===== src/rtl/prco_encoder_pkg.sv =====
// Shared PRCO ISA opcodes, instruction field layout and the encoder's pack function.
// The `PRCO_OP_*` / `PRCO_F_*` defines mirror inc/prco_isa.v so decoder and encoder agree on one layout.
`ifndef PRCO_ISA_DEFS
`define PRCO_ISA_DEFS
`define PRCO_OP_NOP      5'h00
`define PRCO_OP_MOV      5'h01
`define PRCO_OP_MOVI     5'h02
`define PRCO_OP_ADD      5'h03
`define PRCO_OP_LW       5'h04
`define PRCO_F_OP_HI     15
`define PRCO_F_OP_LO     11
`define PRCO_F_SELD_HI   10
`define PRCO_F_SELD_LO   8
`define PRCO_F_SELA_HI   7
`define PRCO_F_SELA_LO   5
`define PRCO_F_IMM8_HI   7
`define PRCO_F_IMM8_LO   0
`define PRCO_F_SIMM5_HI  4
`define PRCO_F_SIMM5_LO  0
`endif

package prco_encoder_pkg;

  localparam logic [4:0] OP_NOP  = `PRCO_OP_NOP;
  localparam logic [4:0] OP_MOV  = `PRCO_OP_MOV;
  localparam logic [4:0] OP_MOVI = `PRCO_OP_MOVI;
  localparam logic [4:0] OP_ADD  = `PRCO_OP_ADD;
  localparam logic [4:0] OP_LW   = `PRCO_OP_LW;

  typedef logic [15:0] insn_t;

  function automatic logic prco_op_valid(input logic [4:0] op);
    return (op == OP_NOP) || (op == OP_MOV) || (op == OP_MOVI) ||
           (op == OP_ADD) || (op == OP_LW);
  endfunction

  // Unknown opcodes fall into the register-register form; filtering them is the caller's job.
  function automatic insn_t prco_encode(input logic [4:0] op, input logic [2:0] seld,
                                        input logic [2:0] sela, input logic [7:0] imm8,
                                        input logic [4:0] simm5);
    insn_t w;
    w = '0;
    w[`PRCO_F_OP_HI:`PRCO_F_OP_LO] = op;
    case (op)
      OP_NOP: ;
      OP_MOVI: begin
        w[`PRCO_F_SELD_HI:`PRCO_F_SELD_LO] = seld;
        w[`PRCO_F_IMM8_HI:`PRCO_F_IMM8_LO] = imm8;
      end
      OP_LW: begin
        w[`PRCO_F_SELD_HI:`PRCO_F_SELD_LO]   = seld;
        w[`PRCO_F_SELA_HI:`PRCO_F_SELA_LO]   = sela;
        w[`PRCO_F_SIMM5_HI:`PRCO_F_SIMM5_LO] = simm5;
      end
      default: begin
        w[`PRCO_F_SELD_HI:`PRCO_F_SELD_LO] = seld;
        w[`PRCO_F_SELA_HI:`PRCO_F_SELA_LO] = sela;
      end
    endcase
    return w;
  endfunction

endpackage


===== src/rtl/prco_sync_fifo.sv =====
// Synchronous FIFO with flush; head word is visible combinationally on rdata.
// Latency: push at edge E is readable after E. Caller must not push when full nor pop when empty.
module prco_sync_fifo #(
  parameter int W     = 16,
  parameter int DEPTH = 4
) (
  input  logic                     i_clk,
  input  logic                     i_rst_n,
  input  logic                     flush,
  input  logic                     push,
  input  logic [W-1:0]             wdata,
  input  logic                     pop,
  output logic [W-1:0]             rdata,
  output logic [$clog2(DEPTH):0]   count,
  output logic                     empty
);

  localparam int PW = $clog2(DEPTH);

  logic [W-1:0]  mem [DEPTH];
  logic [PW-1:0] wr_ptr;
  logic [PW-1:0] rd_ptr;

  always_ff @(posedge i_clk) begin
    if (!i_rst_n || flush) begin
      wr_ptr <= '0;
      rd_ptr <= '0;
      count  <= '0;
    end else begin
      if (push) wr_ptr <= wr_ptr + PW'(1);
      if (pop)  rd_ptr <= rd_ptr + PW'(1);
      case ({push, pop})
        2'b10:   count <= count + (PW+1)'(1);
        2'b01:   count <= count - (PW+1)'(1);
        default: count <= count;
      endcase
    end
  end

  always_ff @(posedge i_clk) begin
    if (push) mem[wr_ptr] <= wdata;
  end

  assign rdata = mem[rd_ptr];
  assign empty = (count == '0);

endmodule


===== src/rtl/prco_encoder.sv =====
// PRCO instruction encoder/loader: packs fields to 16-bit words, queues them, writes sequential addresses.
// Latency: accept at E0 -> popped at E0+1 -> write done at E0+2 earliest. Holds addr/data until i_mem_ready.
// Optional opcode filtering under PRCO_ENC_CHECK_EN.
module prco_encoder
  import prco_encoder_pkg::*;
#(
  parameter int DEPTH = 4,
  parameter int AW    = 8
) (
  input  logic                     i_clk,
  input  logic                     i_rst_n,
  input  logic                     i_valid,
  output logic                     q_ready,
  input  logic [4:0]               i_op,
  input  logic [2:0]               i_seld,
  input  logic [2:0]               i_sela,
  input  logic [7:0]               i_imm8,
  input  logic [4:0]               i_simm5,
  input  logic                     i_load,
  input  logic [AW-1:0]            i_load_addr,
  input  logic                     i_mem_ready,
  output logic                     q_mem_we,
  output logic [AW-1:0]            q_mem_addr,
  output logic [15:0]              q_mem_data,
  output logic [$clog2(DEPTH):0]   q_count,
  output logic                     q_err,
  output logic                     q_wrap
);

  localparam int CW = $clog2(DEPTH) + 1;
  localparam logic [0:0] ST_IDLE  = 1'b0;
  localparam logic [0:0] ST_WRITE = 1'b1;

  logic [0:0]    state;
  logic          accept;
  logic          op_ok;
  logic          push;
  logic          pop;
  logic          wr_done;
  logic          fifo_empty;
  insn_t         fifo_rdata;
  insn_t         enc_word;
  logic [CW-1:0] cnt_next;

`ifdef PRCO_ENC_CHECK_EN
  assign op_ok = prco_op_valid(i_op);
`else
  assign op_ok = 1'b1;
`endif

  assign accept   = i_valid && q_ready && !i_load;
  assign push     = accept && op_ok;
  assign enc_word = prco_encode(i_op, i_seld, i_sela, i_imm8, i_simm5);
  assign wr_done  = (state == ST_WRITE) && i_mem_ready;
  assign pop      = !i_load && !fifo_empty && ((state == ST_IDLE) || wr_done);
  assign q_mem_we = (state == ST_WRITE);

  prco_sync_fifo #(.W(16), .DEPTH(DEPTH)) u_fifo (
    .i_clk   (i_clk),
    .i_rst_n (i_rst_n),
    .flush   (i_load),
    .push    (push),
    .wdata   (enc_word),
    .pop     (pop),
    .rdata   (fifo_rdata),
    .count   (q_count),
    .empty   (fifo_empty)
  );

  // Ready is registered, so it is computed from the occupancy the FIFO will have after this edge.
  always_comb begin
    cnt_next = q_count;
    if (i_load) begin
      cnt_next = '0;
    end else begin
      case ({push, pop})
        2'b10:   cnt_next = q_count + CW'(1);
        2'b01:   cnt_next = q_count - CW'(1);
        default: cnt_next = q_count;
      endcase
    end
  end

  always_ff @(posedge i_clk) begin
    if (!i_rst_n) begin
      state      <= ST_IDLE;
      q_ready    <= 1'b1;
      q_mem_addr <= '0;
      q_mem_data <= '0;
      q_err      <= 1'b0;
      q_wrap     <= 1'b0;
    end else begin
      q_ready <= (cnt_next < CW'(DEPTH));
      if (accept && !op_ok) q_err <= 1'b1;
      if (i_load) begin
        state      <= ST_IDLE;
        q_mem_addr <= i_load_addr;
        q_wrap     <= 1'b0;
      end else begin
        if (wr_done) begin
          q_mem_addr <= q_mem_addr + AW'(1);
          if (&q_mem_addr) q_wrap <= 1'b1;
        end
        if (pop) begin
          q_mem_data <= fifo_rdata;
          state      <= ST_WRITE;
        end else if (wr_done) begin
          state <= ST_IDLE;
        end
      end
    end
  end

endmodule


===== config.mk =====
export PLATFORM = sky130hd
export DESIGN_NAME = prco_encoder
export DESIGN_NICKNAME = d
export VERILOG_FILES = /design/src/rtl/prco_encoder_pkg.sv /design/src/rtl/prco_sync_fifo.sv /design/src/rtl/prco_encoder.sv
export SDC_FILE = /design/constraint.sdc
export NUM_CORES = 1
export LEC_CHECK = 0
export BUFFER_PORTS_ARGS = -buffer_cell sky130_fd_sc_hd__buf_4
export CORE_MARGIN = 2
export CORE_UTILIZATION = 30
export DETAILED_ROUTE_END_ITERATION = 10
export PLACE_DENSITY = 0.52
export SYNTH_ARGS = -nofsm -noshare
export SYNTH_HDL_FRONTEND = slang
export SYNTH_SLANG_ARGS = --single-unit
export TNS_END_PERCENT = 20

===== constraint.sdc =====
create_clock -name i_clk -period 3.33 [get_ports i_clk]
set_clock_uncertainty 0.2 [all_clocks]
set_input_delay 0.1665 -clock i_clk [delete_from_list [all_inputs] [get_ports i_clk]]
set_output_delay 0.1665 -clock i_clk [all_outputs]
set_load 0.02 [all_outputs]

Yosys cells after proc, flatten, opt, wreduce, memory -nomap -nowiden
Memories as Yosys holds them, arrays and structs flattened. A register that Yosys moved wholly into a read port is not among the register bits. Index checks and enable logic that the tools add are counted.

Flip-flop bits (word level): 18. Bits in latches: 0. Memory bits (writable): 64. Bits in read-only memories: 0. Bits of input ports: 37. Output and inout port bits: 31. Logic and storage cells: 49. Memories: 1.

Add/subtract/negate cells: 5. Multipliers: 0. Div/mod/pow operators: 0. $lt $le $gt $ge: 1. Eq/ne operators: 4. Shift operators: 0. Multiplexer cells: 10. Bitwise logic cells: 3. Reductions and logical operators: 18.

Memories: u_fifo.mem (depth 4, bits a word 16, read ports 1, clocked after memory_dff 1, wr ports 1, line prco_sync_fifo.sv:20) `logic [W-1:0] mem [DEPTH];`.

Operators with widths (number): $mux 8 (2); $pmux 6 s2 (1); $pmux 5 s2 (1); $reduce_and 9->1 (1); $add 8x1->8 const B (1); $pmux 3 s2 (1); $eq 5x2->1 const B (1); $eq 5x3->1 const B (1); $logic_and 1x1->1 (5); $logic_not 5->1 (1); $add 2x1->2 const B (2); $logic_not 1->1 (4); $mux 1 (4); $reduce_bool 2->1 (2); $add 3x1->3 const B (1); $logic_not 3->1 (1); $lt 3x3->1 const B (1); $mux 3 (1); $not 1->1 (3); $sub 3x1->3 const B (1); $eq 2x1->1 const B (1); $eq 2x2->1 const B (1); $logic_or 1x1->1 (2); $reduce_and 2->1 (1); $reduce_or 2->1 (1).

Logic depth before layout (Yosys ltp)
Gate-level depths: netlist (run 1).

Word-level depth: 8. Gate-level depth with buffers: 9. Gate-level depth less buffers: 9.

Modules after synthesis
A second synthesis (run 1) with hierarchy kept.

Cell total of the unflattened synthesis: 306. Area total of the unflattened synthesis: 4240.3 um^2.

By module, submodules not included: prco_sync_fifo (instances 1, cells each 131, area each 2780.2 um^2); prco_encoder (instances 1, cells each 175, area each 1460.2 um^2).

Worst setup path before layout (run 1)
Ideal clock, no wire load.

Kind: register to register. From: register u_fifo.count[0]. To: register q_ready. Library setup time: 114 ps. Arrival time: 2399 ps. Data required time: 3016 ps. Slack: 617 ps. Cell stages (with the launch flop): 10. Path buffers: 1. Cell sequence: dfxtp_1 -> nor3_2 -> nor3_2 -> buf_6 -> ha_1 -> inv_1 -> fa_1 -> xor2_1 -> or3_1 -> a21o_1.

Longest elaborated chain between the ends: 8. Elaborated cells between the ends (all ways): 11. Classes of those cells: 2 x add/sub; 1 x order compare; 2 x eq/ne; 2 x mux; 4 x reduce/logical.

RTL lines: from (decl) (line prco_sync_fifo.sv:14) `output logic [$clog2(DEPTH):0] count,`; from (signal assigned) (line prco_sync_fifo.sv:33) `2'b10: count <= count + (PW+1)'(1);`; from (signal assigned) (line prco_sync_fifo.sv:34) `2'b01: count <= count - (PW+1)'(1);`; from (signal assigned) (line prco_sync_fifo.sv:35) `default: count <= count;`; $logic_not 3->1 (*) (line prco_sync_fifo.sv:45) `assign empty = (count == '0);`; $logic_not 1->1 (*) (line prco_encoder.sv:55) `assign pop = !i_load && !fifo_empty && ((state == ST_IDLE) || wr_done);`; $logic_and 1x1->1 (*) (2 in a row) (line prco_encoder.sv:55); named net pop (line prco_encoder.sv:38) `logic pop;`; $eq 2x1->1 or $eq 2x2->1 (tied branches) (line prco_encoder.sv:76) `case ({push, pop})`; $pmux 3 s2 (*); $mux 3 (*) (line prco_encoder.sv:73) `if (i_load) begin`; $lt 3x3->1 (*) (line prco_encoder.sv:93) `q_ready <= (cnt_next < CW'(DEPTH));`; to (signal assigned) (line prco_encoder.sv:93); to (decl) (line prco_encoder.sv:13) `output logic q_ready,`.

Mark *: on every way through the listed nets, which the timed path passes. The rest lies on a longest branch. A chain may end at the register's enable or synchronous reset.

Worst setup path in the final report (run 1)
From: input port i_valid. To: register q_ready.

Longest elaborated chain between the ends: 6. Elaborated cells between the ends (all ways): 7. Classes of those cells: 1 x order compare; 2 x eq/ne; 2 x mux; 2 x reduce/logical.

RTL lines: from (decl) (line prco_encoder.sv:12) `input logic i_valid,`; $logic_and 1x1->1 (*) (2 in a row) (line prco_encoder.sv:51) `assign accept = i_valid && q_ready && !i_load;`; $eq 2x1->1 or $eq 2x2->1 (tied branches) (line prco_encoder.sv:76); $pmux 3 s2 (*); $mux 3 (*) (line prco_encoder.sv:73); $lt 3x3->1 (*) (line prco_encoder.sv:93).

Mark *: on every way between the ends. The rest lies on a longest branch, timed or not.

==> results of run 1 <==
-- flip-flops by register name (all words and copies together), names as in the netlist, named ones only --
name           flops
q_mem_addr         8
q_mem_data        16
q_mem_we           1
q_ready            1
q_wrap             1
u_fifo.count       2
u_fifo.mem        64
u_fifo.rd_ptr      2
u_fifo.wr_ptr      2
-- repair_timing --
| item | CTS | global route |
|---|---|---|
| setup buffers | 0 | 0 |
| hold buffers | 17 | 0 |
| hold endpoints to repair | 41 | 0 |
-- final timing paths --
kind	startpoint	end	slack [ns]	cells after the start
worst max-delay path	i_valid	q_ready	0.99	11
worst min-delay path	i_imm8[7]	u_fifo.mem[2][7]	0.008	3
worst max register to register	q_mem_we	q_ready	1.00	8
worst min register to register	q_mem_data[5]	q_mem_data[5]	0.26	2
-- layout make-up --
type / instances / area [um^2] / area share (%)
Tap cell: 176 / 220 / 4.24
Clock inverter: 6 / 82.6 / 1.59
Sequential cell: 98 / 2600 / 50.2
Timing Repair Buffer: 84 / 673 / 13.0
Multi-Input combinational cell: 157 / 1350 / 26.0
Clock buffer: 9 / 225 / 4.34
Inverter: 9 / 33.8 / 0.651
-- logic make-up after synthesis --
kind of cell	share of synthesized area, %
AO/OA/AOI/OAI	8.66
XOR/XNOR	1.08
adder cells (fa/ha/maj)	2.33
buffers and inverters	2.95
flip-flops	63.9
multiplexers	10.8
other	0.0920
AND/OR/NAND/NOR	10.2
-- power by group --
group          leakage (nW)  internal [mW]  switching (mW)
logic                 0.838         0.0874          0.0907
registers             0.858           1.32          0.0180
clock network         0.153          0.650           0.432
total                  1.85           2.06           0.541
-- per-layer routing --
metal  part of all wire, %  routed length [um]  vias to the layer above
met1                    45                3930                     1226
met4                   1.9                 163                        0
li1                      -                   -                     1229
met5                     0                   0                        -
met3                   3.9                 339                       10
met2                    49                4220                       56
-- synth_stat cells, drive strengths merged, types with 3 or more instances --
cell type / instances
edfxtp: 64
nand2b: 4
ha: 6
dfxtp: 34
inv: 9
nand2: 28
a22o: 5
o21ai: 9
nor4: 3
nand3: 7
xor2: 3
or3: 4
mux4: 16
o2bb2ai: 16
buf: 8
and2: 7
a21oi: 5
clkbuf: 5
nor3: 3
nor2b: 6
nor2: 11
-- critical path: stages --
cell and delay (ns):
dlygate4sd3_1 0.54, buf_4 0.14, nand2_1 0.11, nor2_1 0.09
inv_1 0.07, ha_1 0.17, inv_1 0.06, fa_1 0.37
xor2_1 0.15, or3_1 0.33, a21o_1 0.18
-- per-stage QoR --
stage / instances / util (%)
floorplan: 277 / -
global placement: 507 / 35.6
detailed placement: 507 / 35.6
CTS: 539 / 39.2
global route: 539 / 39.2
finish: 539 / 39.2
==> results.tsv, run 1 <==
metric	value	unit
met1 Track Usage GR	15.4	%
H-tree Lvls	3	
largest net degree at the start of global routing	25	
number of global-route vias before repair	2463	
row count	42	
Routed Wire Length	8650	um
Arrival @ worst endpoint	2.38	ns
total CTS buffers	9	
DR pass1 iterations	4	
final setup TNS	0	ns
number of flops mapped to enable cells by yosys	64	
clk slew on worst S/H paths	0.07	ns
VDD IR max	0.234	mV
Power Total	2.60	mW
worst-margin pin slew	1.06	ns
CTS Buffer Depth	2	
Inserted Diodes	0	
Post-DRT Antenna Nets	0	
die area	14500	um^2
critical path peak fanout	5	
syn_nets	321	
synthesis-stage register bit count	98	
Worst slew margin	29.0	%
routed vias/inst	4.68	
Synth Warn #	0	
P&R area growth vs syn	27.4	%
Die X	121	um
commonest non-fill, non-tap cell in the layout	buf_4	
crit end category	flop	
Max Freq	427	MHz
synth unique cells	44	
hpwl dp	5550	um
met2 Use GR	20.3	%
worst hold margin	0.00750	ns
CTS tree	done	
post_cts resized	0	
wire length of the first global-routing pass	13300	um
total core area	13200	um^2
largest cells by area after synthesis	edfxtp_1 (47%), dfxtp_1 (17%), mux4_1 (10%), o2bb2ai_1 (3.4%), nand2_1 (2.6%)	
cell accounting for the most synthesized area	edfxtp_1	
initial antenna violation count	0	
routed via count	2521	
fin crit share	70.4	%
commonest non-fill, non-tap cells in the layout	buf_4 (67), edfxtp_1 (64), dfxtp_1 (34), nand2_1 (28), dlygate4sd3_1 (17)	
status	completed	
post-placement setup slack	1.01	ns
CP Class	in -> reg	
number of remaining DRC errors	0	
# IOs	68	
P_leak	1.85	nW
Fill cells	1269	
share of layout cells above drive strength 1	23.7	%
Top Usage Layer GRT	met2	
unrepaired setup endpoints after global routing	no	
# nets final	403	
predominant post-synthesis flop cell	edfxtp_1	
port bufs	66	
routability cong.	0.743	
CP Launch Type	input port	
final hold vios	0	
sequential area share after synthesis	63.9	%
Gate Count Post-Synth	277	
CTS Sinks	98	
final worst-path setup slack	0.987	ns
clk root buf	clkbuf_16	
maxcap violations	0	
Worst EP required	3.37	ns
initial core utilization	30.8	%
PwrDens	500	nW/um^2
top-area cell type share of the netlist area	47.2	%
clock period minus worst slack	2.34	ns
mapped cell area	4070	um^2
max-slew violation count	0	
design area	5190	um^2
GRT Overall Usage	12.3	%
worst skew pair latency	0.34	ns
Avg Cell Area, Syn	14.7	um^2
Worst Hold Class	in -> reg	
grt met3 use	2.31	%
endpoints failing setup	0	
GRT overflow	0	
DR iter-0 viols	116	
placed inst area	4710	um^2
Die Y	121	um
WL/cell	16.1	um
ys async rst share	0	%
No activity file was read; power rests on OpenSTA's default activity.
==> run 2: changes to the inputs <==
==> constraint.sdc (replaced) <==
create_clock -name i_clk -period 2.35 [get_ports i_clk]
set_clock_uncertainty 0.2 [all_clocks]
set_input_delay 0.1175 -clock i_clk [delete_from_list [all_inputs] [get_ports i_clk]]
set_output_delay 0.1175 -clock i_clk [all_outputs]
set_load 0.02 [all_outputs]
==> results.tsv, run 2 (synthesized netlist as in run 1, its figures left out) <==
metric	value	unit
Sw Ratio	20.7	%
Routed Wire Length	8390	um
Largest register FFs	64	
worst-margin pin slew	0.968	ns
Comb power frac	8.1	%
GRT Overall Usage	12.1	%
wire length of the first global-routing pass	13400	um
status	completed	
PwrDens	653	nW/um^2
clk slew on worst S/H paths	0.06	ns
Top reg by flops	u_fifo.mem	
crit end category	flop	
clock period minus worst slack	2.24	ns
met2 Use GR	19.6	%
Worst Hold Class	in -> reg	
clk root buf	clkbuf_16	
initial core utilization	30.8	%
number of remaining DRC errors	0	
Multi-input gate area	1390	um^2
P_leak	1.96	nW
Register Area	2620	um^2
HP Start	i_simm5[2]	
routability cong.	0.708	
Psw	0.736	mW
largest net degree at the start of global routing	25	
unrepaired setup endpoints after global routing	no	
endpoints failing setup	0	
Seq pwr share	53.2	%
port bufs	66	
Max Freq	447	MHz
final hold vios	0	
Non-Filler Instances	564	
P&R area growth vs syn	33.7	%
Clk pwr share	38.7	%
GRT overflow	0	
CP delay by family, top	buffers and inverters	
placed inst area	4830	um^2
hpwl dp	5490	um
VDD IR max	0.331	mV
routed vias/inst	4.60	
CTS tree	done	
Die X	121	um
CP Launch Type	input port	
total core area	13200	um^2
design area	5450	um^2
Worst slew margin	35.0	%
WL/cell	14.9	um
met1 Track Usage GR	15.9	%
share of layout cells above drive strength 1	26.0	%
fin crit share	95.1	%
# IOs	68	
number of global-route vias before repair	2582	
total CTS buffers	9	
top flop regs	u_fifo.mem x64, q_mem_data x16, q_mem_addr x8	
row count	42	
Worst Setup SP	i_valid	
initial antenna violation count	0	
CTS Sinks	98	
maxcap violations	0	
grt met3 use	2.31	%
Inserted Diodes	0	
most used cell, CP	inv_1	
worst skew pair latency	0.33	ns
CTS Buffer Depth	2	
commonest non-fill, non-tap cell in the layout	buf_4	
Post-DRT Antenna Nets	0	
commonest non-fill, non-tap cells in the layout	buf_4 (74), edfxtp_1 (64), dlygate4sd3_1 (33), dfxtp_1 (30), nand2_1 (28)	
Finished Core Util	41.1	%
die area	14500	um^2
H-tree Lvls	3	
max-slew violation count	0	
routed via count	2594	
worst path bufs/invs	4	
critical path peak fanout	5	
Top Usage Layer GRT	met2	
Pint	2.82	mW
CP Class	in -> reg	
Worst EP required	2.38	ns
placed insts	515	
DR iter-0 viols	142	
CP max-delay cell	dlygate4sd3_1	
Critical Path, Cell by Cell	dlygate4sd3_1, buf_4, nand2_1, nor2_1, inv_1, ha_4, inv_1, fa_2, xor2_1, or3_1, a21o_1	
reg2reg start	q_mem_we	
Die Y	121	um
max incr delay on CP	0.54	ns
Fill cells	1250	
Arrival @ worst endpoint	2.26	ns
r2r setup slk	0.20	ns
# nets final	427	
DR pass1 iterations	4	
[run 2: cell type report]
class	instances	share of cell area (%)
Timing Repair Buffer	108	16.6
Clock buffer	14	5.03
Tap cell	176	4.04
Inverter	9	0.620
Multi-Input combinational cell	157	25.5
Clock inverter	2	0.184
Sequential cell	98	48.0
[run 2: what timing repair did]
action	in CTS	in global routing
buffers inserted	0	0
endpoints found under the hold margin	76	0
resized for setup	0	0
hold buffers	33	0
[run 2: through the flow]
| stage | hold slack (ns) | total power, mW | TNS (ns) | setup WS [ns] |
|---|---|---|---|---|
| floorplan | 0.0164 | 2.05 | -0.0259 | -0.0259 |
| global placement | 0.149 | 2.17 | 0 | 0.226 |
| CTS | 0.0124 | 3.60 | 0 | 0.124 |
| detailed placement | 0.153 | 2.17 | 0 | 0.214 |
| finish | 0.0129 | 3.55 | 0 | 0.115 |
| global route | 0.0181 | 3.70 | 0 | 0.0143 |
[run 2: power by group through the flow]
stage	Sequential, mW	Combinational (mW)	Clock [mW]
5_1_grt	1.89	0.317	1.50
3_3_place_gp	1.92	0.245	0
6_report	1.89	0.288	1.38
3_5_place_dp	1.93	0.247	0
2_1_floorplan	1.94	0.110	0
4_1_cts	1.89	0.292	1.42
[run 2: path summary, 6_finish.rpt]
path                            to  cells past startpoint
setup reg to reg           q_ready                      8
hold reg to reg      q_mem_data[9]                      2
setup / recovery           q_ready                     11
hold / removal    u_fifo.mem[1][2]                      2
[run 2: layer usage]
layer | up-vias | wire, um
met4 | 0 | 157
met3 | 14 | 413
met2 | 68 | 3890
met1 | 1233 | 3930
met5 | - | 0
li1 | 1279 | -
